**src/rtl/flash_ctrl_pkg.sv**
```systemverilog
// Encodings and address geometry shared by the flash controller erase path and the
// flash-side erase responder.
package flash_ctrl_pkg;

  typedef enum logic {
    PageErase = 1'b0,
    BankErase = 1'b1
  } erase_op_e;

  typedef enum logic [1:0] {
    FlashRead  = 2'd0,
    FlashProg  = 2'd1,
    FlashErase = 2'd2
  } flash_op_e;

  typedef enum logic [2:0] {
    StIdle,
    StErase,
    StSettle,
    StResp,
    StWaitRel
  } erase_st_e;

  localparam int DefWordsPerPage = 16;
  localparam int DefPagesPerBank = 32;
  localparam int WordsBitWidth   = $clog2(DefWordsPerPage);
  localparam int PagesBitWidth   = $clog2(DefPagesPerBank);
  localparam int DefAddrW        = 1 + PagesBitWidth + WordsBitWidth;

  localparam logic [DefAddrW-1:0] PageAddrMask = DefAddrW'((1 << WordsBitWidth) - 1);
  localparam logic [DefAddrW-1:0] BankAddrMask =
    DefAddrW'((1 << (WordsBitWidth + PagesBitWidth)) - 1);

  // Any address bit inside the masked region makes the base unusable.
  function automatic logic addr_misaligned(input logic [31:0] addr, input logic [31:0] mask);
    return |(addr & mask);
  endfunction

endpackage

```
**src/rtl/flash_erase_rsp.sv**
```systemverilog
// Flash-side erase responder: checks alignment, writes the erased value across a page
// or bank, waits a settle interval and returns a single done or error pulse.
module flash_erase_rsp
  import flash_ctrl_pkg::*;
#(
  parameter int AddrW         = 10,
  parameter int WordsPerPage  = 16,
  parameter int PagesPerBank  = 32,
  parameter int DataW         = 16,
  parameter int SettleCycles  = 4,
  parameter int EraseBitWidth = 1
) (
  input  logic                     clk_i,
  input  logic                     rst_ni,
  input  logic                     req_i,
  input  logic [AddrW-1:0]         addr_i,
  input  logic [EraseBitWidth-1:0] op_i,
  output logic                     done_o,
  output logic                     error_o,
  output logic                     busy_o,
  output logic                     mem_we_o,
  output logic [AddrW-1:0]         mem_addr_o,
  output logic [DataW-1:0]         mem_wdata_o
);

  localparam int WordsBits = $clog2(WordsPerPage);
  localparam int PagesBits = $clog2(PagesPerBank);
  localparam int CntW      = $clog2(WordsPerPage * PagesPerBank) + 1;
  localparam int SetW      = (SettleCycles > 1) ? $clog2(SettleCycles) : 1;

  localparam logic [CntW-1:0]  PageLast   = CntW'(WordsPerPage - 1);
  localparam logic [CntW-1:0]  BankLast   = CntW'(WordsPerPage * PagesPerBank - 1);
  localparam logic [SetW-1:0]  SettleLast = SetW'(SettleCycles - 1);
  localparam logic [31:0]      PageMask   = 32'((1 << WordsBits) - 1);
  localparam logic [31:0]      BankMask   = 32'((1 << (WordsBits + PagesBits)) - 1);

  erase_st_e        state_q, state_d;
  logic [AddrW-1:0] base_q;
  logic             bank_q;
  logic             err_q;
  logic [CntW-1:0]  cnt_q;
  logic [SetW-1:0]  scnt_q;
  logic             is_bank;
  logic             misaligned;
  logic [CntW-1:0]  last_word;

  assign is_bank    = (op_i == EraseBitWidth'(BankErase));
  assign misaligned = addr_misaligned(32'(addr_i), is_bank ? BankMask : PageMask);
  assign last_word  = bank_q ? BankLast : PageLast;

  always_ff @(posedge clk_i) begin
    if (!rst_ni) state_q <= StIdle;
    else         state_q <= state_d;
  end

  always_comb begin
    state_d = state_q;
    unique case (state_q)
      StIdle:    if (req_i) state_d = misaligned ? StResp : StErase;
      StErase:   if (cnt_q == last_word) state_d = (SettleCycles == 0) ? StResp : StSettle;
      StSettle:  if (scnt_q == SettleLast) state_d = StResp;
      StResp:    state_d = StWaitRel;
      StWaitRel: if (!req_i) state_d = StIdle;
      default:   state_d = StIdle;
    endcase
  end

  // Request fields are captured once at acceptance; later input changes are ignored.
  always_ff @(posedge clk_i) begin
    if (!rst_ni) begin
      base_q <= '0;
      bank_q <= 1'b0;
      err_q  <= 1'b0;
      cnt_q  <= '0;
      scnt_q <= '0;
    end else begin
      unique case (state_q)
        StIdle: if (req_i) begin
          base_q <= addr_i;
          bank_q <= is_bank;
          err_q  <= misaligned;
          cnt_q  <= '0;
          scnt_q <= '0;
        end
        StErase:  cnt_q  <= cnt_q + 1'b1;
        StSettle: scnt_q <= scnt_q + 1'b1;
        default: ;
      endcase
    end
  end

  // Outputs are registered copies of the state, so they trail it by one cycle.
  always_ff @(posedge clk_i) begin
    if (!rst_ni) begin
      done_o      <= 1'b0;
      error_o     <= 1'b0;
      busy_o      <= 1'b0;
      mem_we_o    <= 1'b0;
      mem_addr_o  <= '0;
      mem_wdata_o <= '0;
    end else begin
      done_o      <= (state_q == StResp) && !err_q;
      error_o     <= (state_q == StResp) && err_q;
      busy_o      <= (state_d != StIdle);
      mem_we_o    <= (state_q == StErase);
      mem_addr_o  <= (state_q == StErase) ? base_q + AddrW'(cnt_q) : '0;
      mem_wdata_o <= {DataW{state_q == StErase}};
    end
  end

endmodule

```
**config.mk**
```make
export PLATFORM = sky130hd
export DESIGN_NAME = flash_erase_rsp
export DESIGN_NICKNAME = d
export VERILOG_FILES = /design/src/rtl/flash_ctrl_pkg.sv /design/src/rtl/flash_erase_rsp.sv
export SDC_FILE = /design/constraint.sdc
export NUM_CORES = 1
export LEC_CHECK = 0
export BUFFER_PORTS_ARGS = -buffer_cell sky130_fd_sc_hd__buf_2
export CORE_MARGIN = 3
export CORE_UTILIZATION = 55
export CTS_CLUSTER_SIZE = 16
export DETAILED_ROUTE_END_ITERATION = 7
export GPL_ROUTABILITY_DRIVEN = 1
export PLACE_DENSITY = 0.78
export SLEW_MARGIN = 20
export SYNTH_ARGS = -nofsm -noshare
export SYNTH_HDL_FRONTEND = slang
export SYNTH_SLANG_ARGS = --single-unit
```
**constraint.sdc**
```tcl
create_clock -name clk_i -period 3.83 [get_ports clk_i]
set_input_delay 0.766 -clock clk_i [delete_from_list [all_inputs] [get_ports clk_i]]
set_output_delay 0.766 -clock clk_i [all_outputs]
set_load 0.005 [all_outputs]
```
# Word level (Yosys, flattened, before mapping)
# Index checks and enable logic that the tools add are counted.
# word_totals
regBits,42
in_bits,14
output_inout_bits,30
wordCells,47
# op_classes
add_sub_neg,3
n_eq_ne,7
muxes,12
n_bitwise,1
reduce_logical,12
# op_table
cell,n
32-bit OR reduction,1
10-bit one-hot mux with 2 select lines,1
9-bit two-way mux,2
3-bit one-hot mux with 5 select lines,1
3-bit two-way mux,4
10-bit by 1-bit adder with 10-bit output (second input constant),1
10-bit adder,1
10-bit by 9-bit AND with 10-bit output,1
10-bit by 9-bit == test with 1-bit output,1
10-bit two-way mux,1
2-bit AND reduction,4
3-bit by 2-bit == test with 1-bit output (second input constant),2
2-bit two-way mux,2
2-bit one-hot mux with 2 select lines,1
2-bit nonzero test,2
3-bit by 1-bit == test with 1-bit output (second input constant),1
3-bit == test (second input constant),1
3-bit logical NOT,1
3-bit nonzero test,1
2-bit by 1-bit adder with 2-bit output (second input constant),1
2-bit == test (second input constant),1
1-bit logical AND,2
2-bit != test (second input constant),1
1-bit logical NOT,1

# Longest topological paths before layout
# Gate-level depths: netlist of the first run.
# logic_depth
ltp_word,7
ltp_mapped,8
depth_no_buf,8

# Worst setup path after synthesis of the first run
# Ideal clock, no wire load.
# synth_path
path_type,in2reg
start,input addr_i[5]
end,register state_q[1]
setup_ns,0.122
t_arrival_ns,1.638
t_required_ns,3.708
slack_ns,2.071
stages,5
n_path_buf,0
cell_sequence,or4_1 > o21ai_0 > nand2_1 > nand2_1 > a31oi_1
# synth_between
elab_chain_len,5
# synth_lines
element,line_no,text
from (decl),flash_erase_rsp.sv:16,"input logic [AddrW-1:0] addr_i,"
10-bit by 9-bit AND with 10-bit output,flash_ctrl_pkg.sv:36,return |(addr & mask);
32-bit OR reduction,flash_ctrl_pkg.sv:36,
2-bit two-way mux,flash_erase_rsp.sv:59,StIdle: if (req_i) state_d = misaligned ? StResp : StErase;
3-bit two-way mux,flash_erase_rsp.sv:59,
3-bit one-hot mux with 5 select lines,flash_erase_rsp.sv:58,unique case (state_q)
to (signal assigned),flash_erase_rsp.sv:52,if (!rst_ni) state_q <= StIdle;
to (signal assigned),flash_erase_rsp.sv:53,else state_q <= state_d;
to (decl),flash_erase_rsp.sv:37,"erase_st_e state_q, state_d;"
# Every way passes these cells.
# A chain may end at the register's enable or synchronous reset.

# Final worst setup path of the first run
# layout_path
start,register state_q[1]
end,register cnt_q[9]
# layout_between
elab_chain_len,3
word_cells_on_any_way,6
cone_classes,2 x eq/ne; 1 x mux; 3 x reduce/logical
# layout_lines
element,line_no,text
3-bit by 1-bit == test with 1-bit output / 3-bit logical NOT (equally long branches),flash_erase_rsp.sv:77,unique case (state_q)
2-bit nonzero test (no source line) / 2-bit != test (equally long branches),--,
2-bit AND reduction (no source line),--,
to (signal assigned),flash_erase_rsp.sv:85,StErase: cnt_q <= cnt_q + 1'b1;
to (decl),flash_erase_rsp.sv:41,logic [CntW-1:0] cnt_q;
# Parallel ways exist; a longest one is shown, timed or not.

==> flow_summary.toml, run 1 <==
[global_route]
antenna_found_initial = 0
grt_use_met3_pct = 3.941
grt_pass1_wl_um = 6865
grt_pass1_vias = 1549
grt-ovfl-total = 0
met1_usage_pct = 23.79
top_usage_layer = "met2"
grtUsageTotal_pct = 19.82
met2_usage_pct = 33.94
grt_start_max_net_pins = 31

[cts]
cts_buffers = 5
post_cts_buffers = 0
cts_root_buffer = "clkbuf_8"
cts_resized = 0
htreeDepth = 2
clk_latency_ns = 0.30
cts_tree = "built"
cts_num_sinks = 41
clk_pin_slew_ns = 0.08
max-clock-path-buffers = 2
holdBufCountCts = 0

[yosys]
synth_most_common_cell = "dfxtp_1"
ys_top_cells_by_count = "dfxtp_1 (41), nand2_1 (39), buf_4 (16)"
ys_seq_area_share_pct = 38.89
yosys.area_share.simple_pct = 23.59
avgSynthCellArea_um2 = 8.546
ys.flop_type = "dfxtp_1"
synth_area_leaders = "dfxtp_1 (39%), nand2_1 (6.9%), ha_1 (6.5%), buf_4 (5.7%), a21boi_0 (3.6%)"
synth.distinct_cells = 48
synthAdderAreaFrac_pct = 7.469
synth_top_area_share_pct = 38.89
synthXorXnorAreaFrac_pct = 2.490
synth_top_family_by_area = "simple AND/OR/NAND/NOR gates"
synth_top_cell_by_area = "dfxtp_1"
synthesis.area_mm2 = 0.002111
synth-seq-cells = 41
ys_async_sr_fraction_pct = 0
synth_edf_count = 0
synth_compound_gate_area_share_pct = 17.66
synthCells = 247
yosys-mux-area-fraction_pct = 1.482
yosys_warnings = 0
synth_fp_nets = 273

[critical_path]
crit_family = "simple AND/OR/NAND/NOR gates"
cp-end-kind = "flip-flop"
crit_type = "flip-flop to flip-flop"
critical_path_required_ns = 4.07
arrival_ns = 2.17
crit_buf_inv = 0
reg2reg_slack_ns = 1.89
worst_path_largest_cell_delay_ns = 0.62
worstPathCellList = "nor3b_2 > nand4_1 > or3_1 > a21boi_1"
critPathSlowestCell = "nor3b_2"
cp_max_fo = 12
cp-start-kind = "flip-flop"

[timing]
relSlewSlack_pct = 56.41
period_share_pct = 50.53
timing.final.crit_period_ns = 1.935
rsz0062_at_grt = "false"
drv_slew = 0
finalSetupTns_ns = 0
fin_worst_skew_ns = 0.004106
tightest_slew_ns = 0.6510
hold_viol_final = 0
max_freq_ghz = 0.5167
timing.hold.ws_ns = 0.4628
setup_viol = 0
finalWorstSetupSlack_ns = 1.895

[placement]
port_buffers = 43
post-dp-hpwl_um = 2970
placed_area_mm2 = 0.002236
gp_congestion = 0.8645
post-place-ws_ns = 1.861

[status]
status = "completed"

[floorplan]
initial_core_util_pct = 59.95
dieArea_mm2 = 0.004617
rows = 21
io_pins = 44
core_mm2 = 0.003521
die_h_um = 67.95
die_w_um = 67.95

[run]
cap_viol_max_count = 0

[detailed_routing]
drtAntennaViolNets = 0
vias = 1714
drc = 0
via_per_inst = 5.340
drtIter0Drc = 93
wl_um = 4123
wl_per_cell_um = 12.84
dr.pass1.iters = 4

[min_path]
holdCritPathClass = "flip-flop to flip-flop"

[final_layout]
final_area_mm2 = 0.002356
synthToLayoutAreaGrowth_pct = 11.62
diodes = 0
final_nets = 300
final_core_util_pct = 66.92
drive_gt1_share_pct = 21.09

[pwr]
powerDensity_mw_per_mm2 = 410.5
vdd_drop_max_mv = 0.2550
leakage_nw = 1.056
-- worst paths after layout --
check | depth (start not counted) | start | end
setup reg to reg | 4 | state_q[1] | cnt_q[9]
hold reg to reg | 2 | base_q[8] | base_q[8]
setup / recovery | 4 | state_q[1] | cnt_q[9]
hold / removal | 2 | base_q[8] | base_q[8]
-- per-layer routing --
metal | vias to the layer above | share of wire (%)
met3 | 8 | 3.8
met2 | 28 | 47
met4 | 0 | 2.1
li1 | 897 | -
met1 | 781 | 47
met5 | - | 0
-- flip-flops by register name (all words and copies together) (netlist names) --
signal and cells:
bank_q 1, base_q 10, busy_o 1, cnt_q 10, done_o 1, err_q 1
error_o 1, mem_addr_o 10, mem_wdata_o 1, scnt_q 2, state_q 3
-- cell type report --
class / instances / area, um^2
clock buffers: 6 / 82.58
clock inverters: 2 / 37.54
fillers: 307 / 1165
inverters: 6 / 22.52
multi-input cells: 176 / 1112
flip-flops and latches: 41 / 820.8
well taps: 46 / 57.56
repair buffers: 44 / 222.7
-- cells by family after synthesis --
logic type | count (synthesis)
AND/OR/NAND/NOR | 98
AO/OA/AOI/OAI | 57
flip-flops | 41
buffers and inverters | 30
adder cells (fa/ha/maj) | 12
XOR/XNOR | 6
multiplexers | 3
-- report_power, final --
part / internal [W] / switching [W] / total [W]
Sequential: 0.000447 / 0.0000210 / 0.000468
Combinational: 0.0000554 / 0.0000751 / 0.000131
Clock: 0.000212 / 0.000157 / 0.000368
Total: 0.000714 / 0.000253 / 0.000967
-- tightest hold or removal path, cell delays in order (launching register included) --
cell      delay, ns
dfxtp_1        0.32
nand2_1        0.05
a21boi_1       0.05
-- placed cells by master, fill, tap and decap left out, types with 4 or more instances in the layout --
cell and instances:
and3_1 4, inv_1 6, and2_1 6, xor2_1 5
nor3_1 5, a21boi_0 10, nor2b_1 5, o21ai_0 12
a21oi_1 10, nor2_1 15, ha_1 11, buf_2 43
o21a_1 4, dfxtp_1 41, clkbuf_8 6, nand3_1 8
nand2_1 39
-- stage by stage --
stage,power [W],std cells
after floorplan,0.0005797,247
after global placement,0.0006052,313
after detailed placement,0.0006080,313
after CTS,0.0009753,321
after global routing,0.001012,321
final,0.0009671,321
Power figures use the tool's default switching activity.
==> run 2, diff against run 1 <==
--- a/config.mk
+++ b/config.mk
@@ -5,13 +5,14 @@
 export SDC_FILE = /design/constraint.sdc
 export NUM_CORES = 1
 export LEC_CHECK = 0
+export ABC_AREA = 1
 export BUFFER_PORTS_ARGS = -buffer_cell sky130_fd_sc_hd__buf_2
 export CORE_MARGIN = 3
-export CORE_UTILIZATION = 55
+export CORE_UTILIZATION = 50
 export CTS_CLUSTER_SIZE = 16
 export DETAILED_ROUTE_END_ITERATION = 7
 export GPL_ROUTABILITY_DRIVEN = 1
-export PLACE_DENSITY = 0.78
+export PLACE_DENSITY = 0.74
 export SLEW_MARGIN = 20
 export SYNTH_ARGS = -nofsm -noshare
 export SYNTH_HDL_FRONTEND = slang
==> constraint.sdc (replaced) <==
create_clock -name clk_i -period 1.7 [get_ports clk_i]
set_input_delay 0.34 -clock clk_i [delete_from_list [all_inputs] [get_ports clk_i]]
set_output_delay 0.34 -clock clk_i [all_outputs]
set_load 0.005 [all_outputs]
==> run 2 against run 1 <==
Against the previous run:
- register-to-register slack worse by 1.8 ns
- highest routed layer unchanged
- largest cell class unchanged
- flip-flop and latch count stayed put
- critical path type unchanged
- combinational power grew to 3.0 times the previous value
- largest power group unchanged
==> flow_summary.toml, run 2 <==
[yosys]
ys.flop_type = "dfxtp_1"
synth.distinct_cells = 37
synth_most_common_cell = "nand2_1"
synth_edf_count = 0
synth-seq-cells = 41
synthCells = 301
synth_fp_nets = 327
avgSynthCellArea_um2 = 7.532
synth_top_cell_by_area = "dfxtp_1"
ys_seq_area_share_pct = 36.20
yosys_warnings = 0
synth_area_leaders = "dfxtp_1 (36%), nand2_1 (8.8%), nor2_1 (6.8%), ha_1 (6.1%), buf_4 (5.3%)"
synth_top_area_share_pct = 36.20
ys_top_cells_by_count = "nand2_1 (53), dfxtp_1 (41), nor2_1 (41)"
ys_async_sr_fraction_pct = 0
synthesis.area_mm2 = 0.002267

[floorplan]
die_w_um = 73.34
io_pins = 44
rows = 23
die_h_um = 73.34
dieArea_mm2 = 0.005378
initial_core_util_pct = 54.33
core_mm2 = 0.004173

[timing]
period_share_pct = 93.53
relSlewSlack_pct = 76.67
timing.final.crit_period_ns = 1.590
rsz0062_at_grt = "false"
hold_viol_final = 0
tightest_slew_ns = 0.3489
finalSetupTns_ns = 0
drv_slew = 0
max_freq_ghz = 0.6289
fin_worst_skew_ns = 0.007017
setup_viol = 0

[pwr]
powerDensity_mw_per_mm2 = 931.5
vdd_drop_max_mv = 0.7479
leakage_nw = 1.189
total_power_w = 0.002409

[final_layout]
fillers = 384
drive_gt1_share_pct = 28.87
final_nets = 361
final_cell_mix = "nand2_1 (53), buf_2 (43), nor2_1 (41)"
reg_top3 = "base_q: 10 flops, cnt_q: 10 flops, mem_addr_o: 10 flops"
final_common_cell = "nand2_1"
synthToLayoutAreaGrowth_pct = 14.07
final_core_util_pct = 61.98
diodes = 0

[critical_path]
crit_type = "flip-flop to flip-flop"
arrival_ns = 1.83
cp-start-kind = "flip-flop"
critical_path_required_ns = 1.94
cp-end-kind = "flip-flop"
cp_max_fo = 3

[detailed_routing]
wl_per_cell_um = 12.38
dr.pass1.iters = 4
wl_um = 4778
vias = 2005
drtIter0Drc = 135
via_per_inst = 5.194
drc = 0
drtAntennaViolNets = 0

[status]
status = "completed"

[global_route]
met1_usage_pct = 22.68
grt_start_max_net_pins = 21
grtUsageTotal_pct = 19.23
grt_pass1_vias = 1780
grt_pass1_wl_um = 7921
top_usage_layer = "met2"
grt-ovfl-total = 0
antenna_found_initial = 0
met2_usage_pct = 33.27
grt_use_met3_pct = 5.062

[min_path]
holdCritPathClass = "primary input to flip-flop"

[placement]
post-dp-hpwl_um = 3577
gp_congestion = 0.8814
port_buffers = 43

[cts]
cts_tree = "built"
clk_pin_slew_ns = 0.09
cts_num_sinks = 41
cts_root_buffer = "clkbuf_8"
clk_latency_ns = 0.30
cts_buffers = 5
max-clock-path-buffers = 2
post_cts_buffers = 0
htreeDepth = 2

[run]
cap_viol_max_count = 0
[run 2: cell count changes in the layout (fill, tap and decap cells not counted), sizes merged, moves of 6 or more]
cell,change
nand2,+17
and2,-6
o21ai,+7
nor2,+33
inv,+27
a21oi,+15
a21boi,-12
nand3,+11
[run 2: path summary, 6_finish.rpt]
kind / start / depth (start not counted) / to / slack, ns
worst max-delay path: base_q[0] / 10 / mem_addr_o[8] / 0.11
worst min-delay path: addr_i[7] / 3 / base_q[7] / 0.28
worst max register to register: base_q[0] / 10 / mem_addr_o[8] / 0.11
worst min register to register: err_q / 1 / done_o / 0.47
[run 2: kinds of logic after synthesis]
family | Yosys count | synth area share, %
adder cells (fa/ha/maj) | 12 | 6.954
XOR/XNOR | 2 | 0.7728
buffers and inverters | 55 | 12.86
AO/OA/AOI/OAI | 54 | 14.46
flip-flops | 41 | 36.20
AND/OR/NAND/NOR | 137 | 28.75
[run 2: what timing repair did]
action,4_1_cts,5_1_grt
resized for setup,0,9
setup endpoints to repair,0,4
hold buffers,0,0
[run 2: report_power, final]
| part | internal [W] | switching, W | total, W |
|---|---|---|---|
| registers | 0.00102 | 0.0000471 | 0.00107 |
| logic | 0.000151 | 0.000246 | 0.000397 |
| clock network | 0.000584 | 0.000358 | 0.000941 |
[run 2: stage by stage]
stage / worst slack [ns] / area [um^2] / hold slack [ns] / instances
2_1_floorplan: 0.03633 / 2267 / 0.4132 / 301
3_3_place_gp: 0.1030 / 2434 / 0.4470 / 378
3_5_place_dp: 0.07818 / 2434 / 0.4512 / 378
4_1_cts: 0.04307 / 2567 / 0.2664 / 386
5_1_grt: 0.006258 / 2586 / 0.2738 / 386
6_report: 0.1100 / 2586 / 0.2837 / 386
[run 2: critical path, cell delays in order, from the launching register on]
cell	delay, ns
dfxtp_2	0.34
ha_2	0.19
inv_1	0.08
fa_2	0.35
inv_1	0.08
nand3_1	0.07
nand2_1	0.10
nand4_1	0.10
nand2_1	0.08
nand2_1	0.06
a21oi_2	0.10
[run 2: cell type report]
type                       instances  area, um^2  area share [%]
tap                               50       62.56           2.419
timing repair buffer              48       265.3           10.26
inverter                          34       130.1           5.031
sequential                        41       825.8           31.93
clock buffer                       5       68.82           2.661
multi-input combinational        205        1169           45.19
clock inverter                     3       65.06           2.516
[run 2: per-layer routing]
| layer | part of all wire (%) | wire [um] |
|---|---|---|
| met3 | 6.7 | 321 |
| met4 | 1.0 | 48 |
| met2 | 49 | 2349 |
| met1 | 43 | 2058 |
| met5 | 0 | 0 |
